<file path="src/rtl/spi_sevenseg_pkg.sv">
// spi_sevenseg_pkg: shared commands, frame width, FSM states and frame encoder for the seven-segment SPI link
package spi_sevenseg_pkg;
   localparam logic [1:0] CMD_SEG    = 2'b10;
   localparam logic [1:0] CMD_SEG_DP = 2'b01;
   localparam logic [1:0] CMD_BLANK  = 2'b00;
   localparam int FRAME_BITS = 6;
   typedef enum logic [2:0] {IDLE, SETUP, SHIFT_HI, SHIFT_LO, GAP} spi_tx_state_t;
   // Blank wins over dp and data; the blank frame always carries a zero digit.
   function automatic logic [5:0] encode_frame(input logic i_blank, input logic i_dp, input logic [3:0] i_data);
      return i_blank ? {CMD_BLANK, 4'h0} : {(i_dp ? CMD_SEG_DP : CMD_SEG), i_data};
   endfunction
endpackage

</file>
<file path="src/rtl/spi_sevenseg_master_clk_div.sv">
// spi_clk_div: sclk phase timer, o_phase_end high in the last of CLK_DIV cycles after i_start
// Ports: clk, rst_n (sync, active low), i_start reloads the timer, o_phase_end marks the end of a phase.
module spi_clk_div #(
   parameter int CLK_DIV = 2
) (
   input  logic clk,
   input  logic rst_n,
   input  logic i_start,
   output logic o_phase_end
);
   localparam int W = $clog2(CLK_DIV) + 1;
   logic [W-1:0] r_cnt;
   always_ff @(posedge clk) begin
      if (!rst_n)
         r_cnt <= '0;
      else if (i_start)
         r_cnt <= W'(CLK_DIV - 1);
      else if (r_cnt != '0)
         r_cnt <= r_cnt - W'(1);
   end
   assign o_phase_end = (r_cnt == '0);
endmodule

</file>
<file path="src/rtl/spi_sevenseg_master.sv">
// spi_sevenseg_master: SPI mode-0 master sending 6-bit {cmd, digit} frames MSB first to a seven-segment slave
// Ports: clk, rst_n (sync, active low); in_valid/in_ready handshake with in_data, in_dp, in_blank;
//        spi_sclk/spi_ss/spi_mosi serial link; busy while a frame is in flight; done pulses as spi_ss rises.
module spi_sevenseg_master
   import spi_sevenseg_pkg::*;
#(
   parameter int CLK_DIV = 2,
   parameter int GAP     = 4
) (
   input  logic       clk,
   input  logic       rst_n,
   input  logic       in_valid,
   output logic       in_ready,
   input  logic [3:0] in_data,
   input  logic       in_dp,
   input  logic       in_blank,
   output logic       spi_sclk,
   output logic       spi_ss,
   output logic       spi_mosi,
   output logic       busy,
   output logic       done
);
   localparam int GW = $clog2(GAP + 1) + 1;
   spi_tx_state_t r_state, w_state_nxt;
   logic [5:0]    r_shift, w_shift_nxt;
   logic [2:0]    r_bit, w_bit_nxt;
   logic [GW-1:0] r_gap, w_gap_nxt;
   logic r_sclk, w_sclk_nxt, r_ss, w_ss_nxt, r_ready, w_ready_nxt;
   logic r_busy, w_busy_nxt, r_done, w_done_nxt, w_start, w_phase_end;

   spi_clk_div #(.CLK_DIV(CLK_DIV)) u_div (
      .clk        (clk),
      .rst_n      (rst_n),
      .i_start    (w_start),
      .o_phase_end(w_phase_end)
   );

   // spi_mosi is the shift register MSB; shifting on the falling edge presents the next bit.
   always_comb begin
      w_state_nxt = r_state;
      w_shift_nxt = r_shift;
      w_bit_nxt   = r_bit;
      w_gap_nxt   = r_gap;
      w_sclk_nxt  = r_sclk;
      w_ss_nxt    = r_ss;
      w_ready_nxt = r_ready;
      w_busy_nxt  = r_busy;
      w_done_nxt  = 1'b0;
      w_start     = 1'b0;
      case (r_state)
         IDLE: if (in_valid && r_ready) begin
            w_state_nxt = SETUP;
            w_shift_nxt = encode_frame(in_blank, in_dp, in_data);
            w_bit_nxt   = '0;
            w_ss_nxt    = 1'b0;
            w_ready_nxt = 1'b0;
            w_busy_nxt  = 1'b1;
            w_start     = 1'b1;
         end
         SETUP: if (w_phase_end) begin
            w_state_nxt = SHIFT_HI;
            w_sclk_nxt  = 1'b1;
            w_start     = 1'b1;
         end
         SHIFT_HI: if (w_phase_end) begin
            w_state_nxt = SHIFT_LO;
            w_sclk_nxt  = 1'b0;
            w_shift_nxt = r_shift << 1;
            w_start     = 1'b1;
         end
         SHIFT_LO: if (w_phase_end) begin
            if (r_bit == 3'(FRAME_BITS - 1)) begin
               // With no gap the block is ready in the same cycle spi_ss rises.
               w_state_nxt = (GAP == 0) ? IDLE : spi_sevenseg_pkg::GAP;
               w_gap_nxt   = GW'(GAP > 0 ? GAP - 1 : 0);
               w_ss_nxt    = 1'b1;
               w_shift_nxt = '0;
               w_done_nxt  = 1'b1;
               w_ready_nxt = (GAP == 0);
               w_busy_nxt  = (GAP != 0);
            end else begin
               w_state_nxt = SHIFT_HI;
               w_sclk_nxt  = 1'b1;
               w_bit_nxt   = r_bit + 3'd1;
               w_start     = 1'b1;
            end
         end
         spi_sevenseg_pkg::GAP: if (r_gap == '0) begin
            w_state_nxt = IDLE;
            w_ready_nxt = 1'b1;
            w_busy_nxt  = 1'b0;
         end else begin
            w_gap_nxt = r_gap - GW'(1);
         end
         default: w_state_nxt = IDLE;
      endcase
   end

   always_ff @(posedge clk) begin
      if (!rst_n) begin
         r_state <= IDLE;
         r_shift <= '0;
         r_bit   <= '0;
         r_gap   <= '0;
         r_sclk  <= 1'b0;
         r_ss    <= 1'b1;
         r_ready <= 1'b1;
         r_busy  <= 1'b0;
         r_done  <= 1'b0;
      end else begin
         r_state <= w_state_nxt;
         r_shift <= w_shift_nxt;
         r_bit   <= w_bit_nxt;
         r_gap   <= w_gap_nxt;
         r_sclk  <= w_sclk_nxt;
         r_ss    <= w_ss_nxt;
         r_ready <= w_ready_nxt;
         r_busy  <= w_busy_nxt;
         r_done  <= w_done_nxt;
      end
   end

   assign in_ready = r_ready;
   assign spi_sclk = r_sclk;
   assign spi_ss   = r_ss;
   assign spi_mosi = r_shift[5];
   assign busy     = r_busy;
   assign done     = r_done;
endmodule
</file>
<file path="config.mk">
export PLATFORM = sky130hd
export DESIGN_NAME = spi_sevenseg_master
export DESIGN_NICKNAME = d
export VERILOG_FILES = /design/src/rtl/spi_sevenseg_pkg.sv /design/src/rtl/spi_sevenseg_master_clk_div.sv /design/src/rtl/spi_sevenseg_master.sv
export SDC_FILE = /design/constraint.sdc
export NUM_CORES = 1
export LEC_CHECK = 0
export ABC_CLOCK_PERIOD_IN_PS = 1710
export BUFFER_PORTS_ARGS = -buffer_cell sky130_fd_sc_hd__buf_2
export CORE_UTILIZATION = 37
export CTS_CLUSTER_SIZE = 14
export DETAILED_ROUTE_END_ITERATION = 10
export PLACE_DENSITY = 0.63
export SYNTH_ARGS = -nofsm -noshare
export SYNTH_HDL_FRONTEND = slang
export SYNTH_SLANG_ARGS = --single-unit
</file>
<file path="constraint.sdc">
create_clock -name clk -period 1.71 [get_ports clk]
set_input_delay 0.0855 -clock clk [delete_from_list [all_inputs] [get_ports clk]]
set_output_delay 0.0855 -clock clk [all_outputs]
set_load 0.01 [all_outputs]
</file>
Word-level counts from Yosys, hierarchy flattened
Cells that the tools add are included.

cells by class
  $add $sub $neg = 3
  equality and inequality tests = 13
  muxes and demuxes = 46
  bitwise operators = 1
  reductions and logical operators = 21

operator list
  operator             count
  $mux 6               5
  $mux 3               9
  $reduce_and 5->1     4
  $mux 1               19
  $pmux 6 s3           1
  $pmux 3 s5           1
  $mux 4               3
  $pmux 1 s3           4
  $reduce_and 4->1     3
  $ne 2x2->1 const B   5
  $reduce_bool 3->1    3
  $pmux 4 s2           1
  $reduce_bool 2->1    4
  $eq 3x2->1 const B   2
  $eq 3x3->1 const B   2
  $ne 2x1->1 const B   3
  $pmux 3 s2           1
  $logic_not 4->1      1
  $reduce_or 2->1      2
  $sub 4x1->4 const B  1
  $add 3x1->3 const B  1
  $eq 3x1->1 const B   1
  $logic_not 3->1      1
  $reduce_and 3->1     1
  6 further kinds      6

storage, ports and cells
  register bits = 23
  input bits = 9
  output and inout port bits = 6
  logic and storage cells = 95

Logic depth before layout (Yosys ltp)
  word-level depth = 5
  mapped depth = 7
  depth with buffers taken out = 6

Hierarchy
A second synthesis with hierarchy kept.

unflattened totals
  cells, all modules = 135
  area total of the unflattened synthesis = 1207.4 µm²

by module, submodules not included
  module               instances  cells each  area an instance (µm²)  seq. area each (µm²)
  spi_sevenseg_master  1          124         1093.5                  420.4
  spi_clk_div          1          11          113.9                   40.0

Worst setup path before layout
No wires, ideal clock.

  path type = reg2reg
  start point = register r_bit[1]
  end point = register r_shift[1]
  library setup time = 0.116 ns
  data arrival time = 1.412 ns
  data required time = 1.594 ns
  path slack = 0.182 ns
  stages on the path, launching flop included = 7
  cells stage by stage = dfxtp_1 inv_1 ha_1 a21bo_2 a31oi_1 nor2_1 o211a_1

on the way
  cells in the longest elaborated chain, start to end = 3

RTL lines
  element                     RTL line                    text
  start, declared             spi_sevenseg_master.sv:26   logic [2:0] r_bit, w_bit_nxt;
  start signal, assigned      spi_sevenseg_master.sv:113  r_bit <= w_bit_nxt;
  $eq 3x3->1                  spi_sevenseg_master.sv:72   if (r_bit == 3'(FRAME_BITS - 1)) begin
  $ne 2x2->1 (no line)        --
  $reduce_and 5->1 (no line)  --
  end signal, assigned        spi_sevenseg_master.sv:112  r_shift <= w_shift_nxt;
  end, declared               spi_sevenseg_master.sv:25   logic [5:0] r_shift, w_shift_nxt;

No other way between the ends.
A chain may end at the register's enable or synchronous reset.

Worst setup path after layout
  start point = register r_bit[1]
  end point = register r_shift[3]

The elaborated chain is that of the path after synthesis.

==> tab_implementation.tex <==
\begin{tabular}{lr}
\hline
Metric & Value \\
\hline
\multicolumn{2}{l}{\textbf{Outcome}} \\
Outcome & finished, final reports clean \\
\multicolumn{2}{l}{\textbf{Clock tree}} \\
CTS tree & done \\
Clock-pin slew on the worst setup and hold paths & 130 ps \\
Clock latency of the later-clocked register in the worst-skew pair & 310 ps \\
Clock Tree Buf Depth & 2 \\
Clk sink count & 23 \\
Total clock buffers created by CTS & 3 \\
Clock tree root buffer cell & clkbuf\_4 \\
Number of hold buffers added after CTS & 0 \\
H-tree depth & 1 \\
\multicolumn{2}{l}{\textbf{Layout}} \\
Nets & 175 \\
Fraction of layout cells with a size suffix above 1 & 0.244 \\
Layout area overhead & 17.7\% \\
Diodes inserted & 0 \\
Fill cells & 318 \\
\multicolumn{2}{l}{\textbf{Timing}} \\
Worst setup margin & 92.6 ps \\
WHS & 39.7 ps \\
Max-slew headroom at the worst pin & 0.724 \\
Time the final worst path needs with I/O delays and setup & roughly 1600 ps \\
Share of the cycle needed by the critical path after routing & 0.946 \\
Count of endpoints failing hold in the final timing report & 0 \\
Achievable frequency & $\sim$620 MHz \\
Final worst clock skew & 1.92 ps \\
Number of pins exceeding their max-slew limit in the final report & 0 \\
Setup violators final & 0 \\
Unrepaired setup endpoints after global routing & no \\
Measured slew at the worst slew-check pin & a little over 400 ps \\
\multicolumn{2}{l}{\textbf{Detailed routing}} \\
DRT antenna net count & 0 \\
Vias & 1139 \\
Wire length reported by the detailed router & approximately 2600 µm \\
Starting DRC count in detailed routing & 16 \\
Wire length on met1 & 1230 µm \\
Via density & between 5 and 6 \\
Number of iterations in the first detailed-routing pass & 4 \\
Mean routed wirelength per cell & roughly 13 µm \\
Met3 wire length & 108 µm \\
Wire length on met2 & 1250 µm \\
Top Metal Used & met4 \\
Post-detailed-route DRC marker count & 0 \\
\multicolumn{2}{l}{\textbf{Worst hold path}} \\
Cell count of the worst hold path & 3 \\
Worst Hold Class & input pin to flop \\
\multicolumn{2}{l}{\textbf{Power}} \\
Final Power & between 1.5 and 2 mW \\
Max rail drop VDD & between 0.6 and 0.7 mV \\
Areal power density over the cells & 1380 mW/mm² \\
Leak pwr & 0.640 nW \\
\multicolumn{2}{l}{\textbf{GRT}} \\
Remaining global-route overflow & 0 \\
Combined global-route utilization of all metal layers & 0.165 \\
Vias in the first global route & 1033 \\
Wire length of the first global-routing pass & 4490 µm \\
Maximum number of pins on one net before global-route repair & 18 \\
Initial antenna violation count & 0 \\
\multicolumn{2}{l}{\textbf{Critical path}} \\
CP endpoint kind & flop \\
Worst Reg-to-Reg Cells & 6 \\
First element of the critical path & r\_bit[1] \\
Startpoint-to-endpoint class of the critical path & flop to flop \\
Critical path capture point & r\_shift[3] \\
Sort of element at the start of the critical path & flop \\
Register-to-register setup slack & around 93 ps \\
WP data arrival & 1840 ps \\
Maximum fanout encountered on the critical timing path & 6 \\
Reg-to-reg endpoint & r\_shift[3] \\
Critical path required time & 1930 ps \\
Start of the worst register-to-register path & r\_bit[1] \\
\multicolumn{2}{l}{\textbf{Synth}} \\
Total of warnings raised by yosys & 0 \\
Flip-flop cell with the highest count after synthesis & dfxtp\_1 \\
Sequential element share of the synthesized area & 0.375 \\
Post-Synthesis Mean Instance Area & 8.78 µm² \\
Async set or reset register ratio after synthesis & 0 \\
Post-synth EDFFs & 0 \\
Cells after synthesis & 140 \\
Total of flip-flops plus latches after synthesis & 23 \\
Mapped Nets & between 150 and 200 \\
Number of distinct library cells after synthesis & 45 \\
Area of the mapped netlist & 0.00123 mm² \\
\multicolumn{2}{l}{\textbf{Floorplan}} \\
Die boundary height & 59.6 µm \\
Core outline area & 0.00310 mm² \\
Number of core rows & 20 \\
Die W & around 60 µm \\
Starting utilization of the core area & 0.396 \\
\# IOs & 15 \\
Die outline area & 0.00356 mm² \\
\multicolumn{2}{l}{\textbf{Placement}} \\
Detailed placer's ending HPWL & 1980 µm \\
Worst slack at placement & -11.2 ps \\
RD Place Congestion & 0.817 \\
Port Buf Inserts & 14 \\
\multicolumn{2}{l}{\textbf{Flow run}} \\
Max\_cap viols & 0 \\
\hline
\end{tabular}
synth_stat cells (all sizes together), types with 3 or more instances:
| master | number | area, µm² |
|---|---|---|
| nor3b | 9 | 67.6 |
| o211a | 5 | 50.1 |
| o21ai | 3 | 15.0 |
| clkbuf | 6 | 22.5 |
| buf | 4 | 20.0 |
| a21oi | 7 | 35.0 |
| dfxtp | 23 | 460 |
| nand2 | 11 | 41.3 |
| ha | 5 | 62.6 |
| nor3 | 6 | 30.0 |
| inv | 7 | 26.3 |
| nor2 | 9 | 33.8 |
| or4 | 5 | 37.5 |
| and3 | 3 | 18.8 |
routing by layer:
metal  GRT usage  vias to the layer above
li1            -                      562
met1       0.205                      541
met2       0.291                       32
met3      0.0262                        4
met4      0.0498                        0
met5           0                        -
how the worst min path moves through the flow:
stage | start | to
global placement | in_data[0] | r_shift[0]
global route | in_data[0] | r_shift[0]
CTS | in_data[0] | r_shift[0]
finish | in_data[0] | r_shift[0]
detailed placement | in_data[0] | r_shift[0]
floorplan | in_data[0] | r_shift[0]
power by group:
group	switching (mW)	total [mW]	internal (mW)
Sequential	0.0818	0.744	0.663
Clock	0.169	0.256	0.0874
Combinational	0.507	0.989	0.482
Total	0.758	1.99	1.23
cell type report:
class | instances | area (µm²) | share of cell area
flip-flops and latches | 23 | 462 | 0.319
well taps | 44 | 55.1 | 0.0381
clock buffers | 3 | 22.5 | 0.0156
clock inverters | 1 | 5.00 | 0.00346
repair buffers | 26 | 160 | 0.111
multi-input cells | 100 | 716 | 0.495
inverters | 7 | 26.3 | 0.0182
through the flow:
step	util	setup TNS [ps]	cells	cell area, µm²
after floorplan	-	0	140	1230
after global placement	0.452	0	200	1400
after detailed placement	0.452	-38.0	200	1400
after CTS	0.463	0	204	1440
after global routing	0.466	0	204	1450
final	0.466	0	204	1450
logic make-up after synthesis:
| logic type | share of synthesized area |
|---|---|
| compound gates | 0.202 |
| xor+xnor | 0.0143 |
| fa+ha+maj | 0.0509 |
| buf+inv | 0.0560 |
| flops | 0.375 |
| mux | 0.0163 |
| simple gates | 0.286 |
worst max-delay path, cell delays in order (launching register included):
cell and delay [ps]:
dfxtp_1 340, inv_1 70, ha_2 190, a21bo_2 130, a31oi_2 130, or4_1 530, o211a_1 140
state kept, by name, indices dropped and copies added (netlist names):
name and flops:
busy 1, r_state 3, in_ready 1, spi_sclk 1, done 1, spi_ss 1, r_shift 6, u_div.r_cnt 2
r_gap 4, r_bit 3
placed cells by master, fill, tap and decap left out, drive strengths merged, types with 2 or more instances in the layout:
| master | instances |
|---|---|
| a21oi | 7 |
| a31oi | 2 |
| and3 | 3 |
| and4 | 2 |
| buf | 26 |
| clkbuf | 3 |
| dfxtp | 23 |
| ha | 5 |
| inv | 7 |
| mux2i | 2 |
| nand2 | 11 |
| nand2b | 2 |
| nand4b | 2 |
| nor2 | 9 |
| nor2b | 2 |
| nor3 | 6 |
| nor3b | 9 |
| o211a | 5 |
| o21ai | 3 |
| o32ai | 2 |
| or4 | 5 |
timing repair:
item / CTS / global route
resized for setup: 1 / 5
endpoints found under the hold margin: 0 / 0
setup endpoints to repair: 5 / 9
setup buffers: 0 / 0
(Power assumes the default switching activity.)
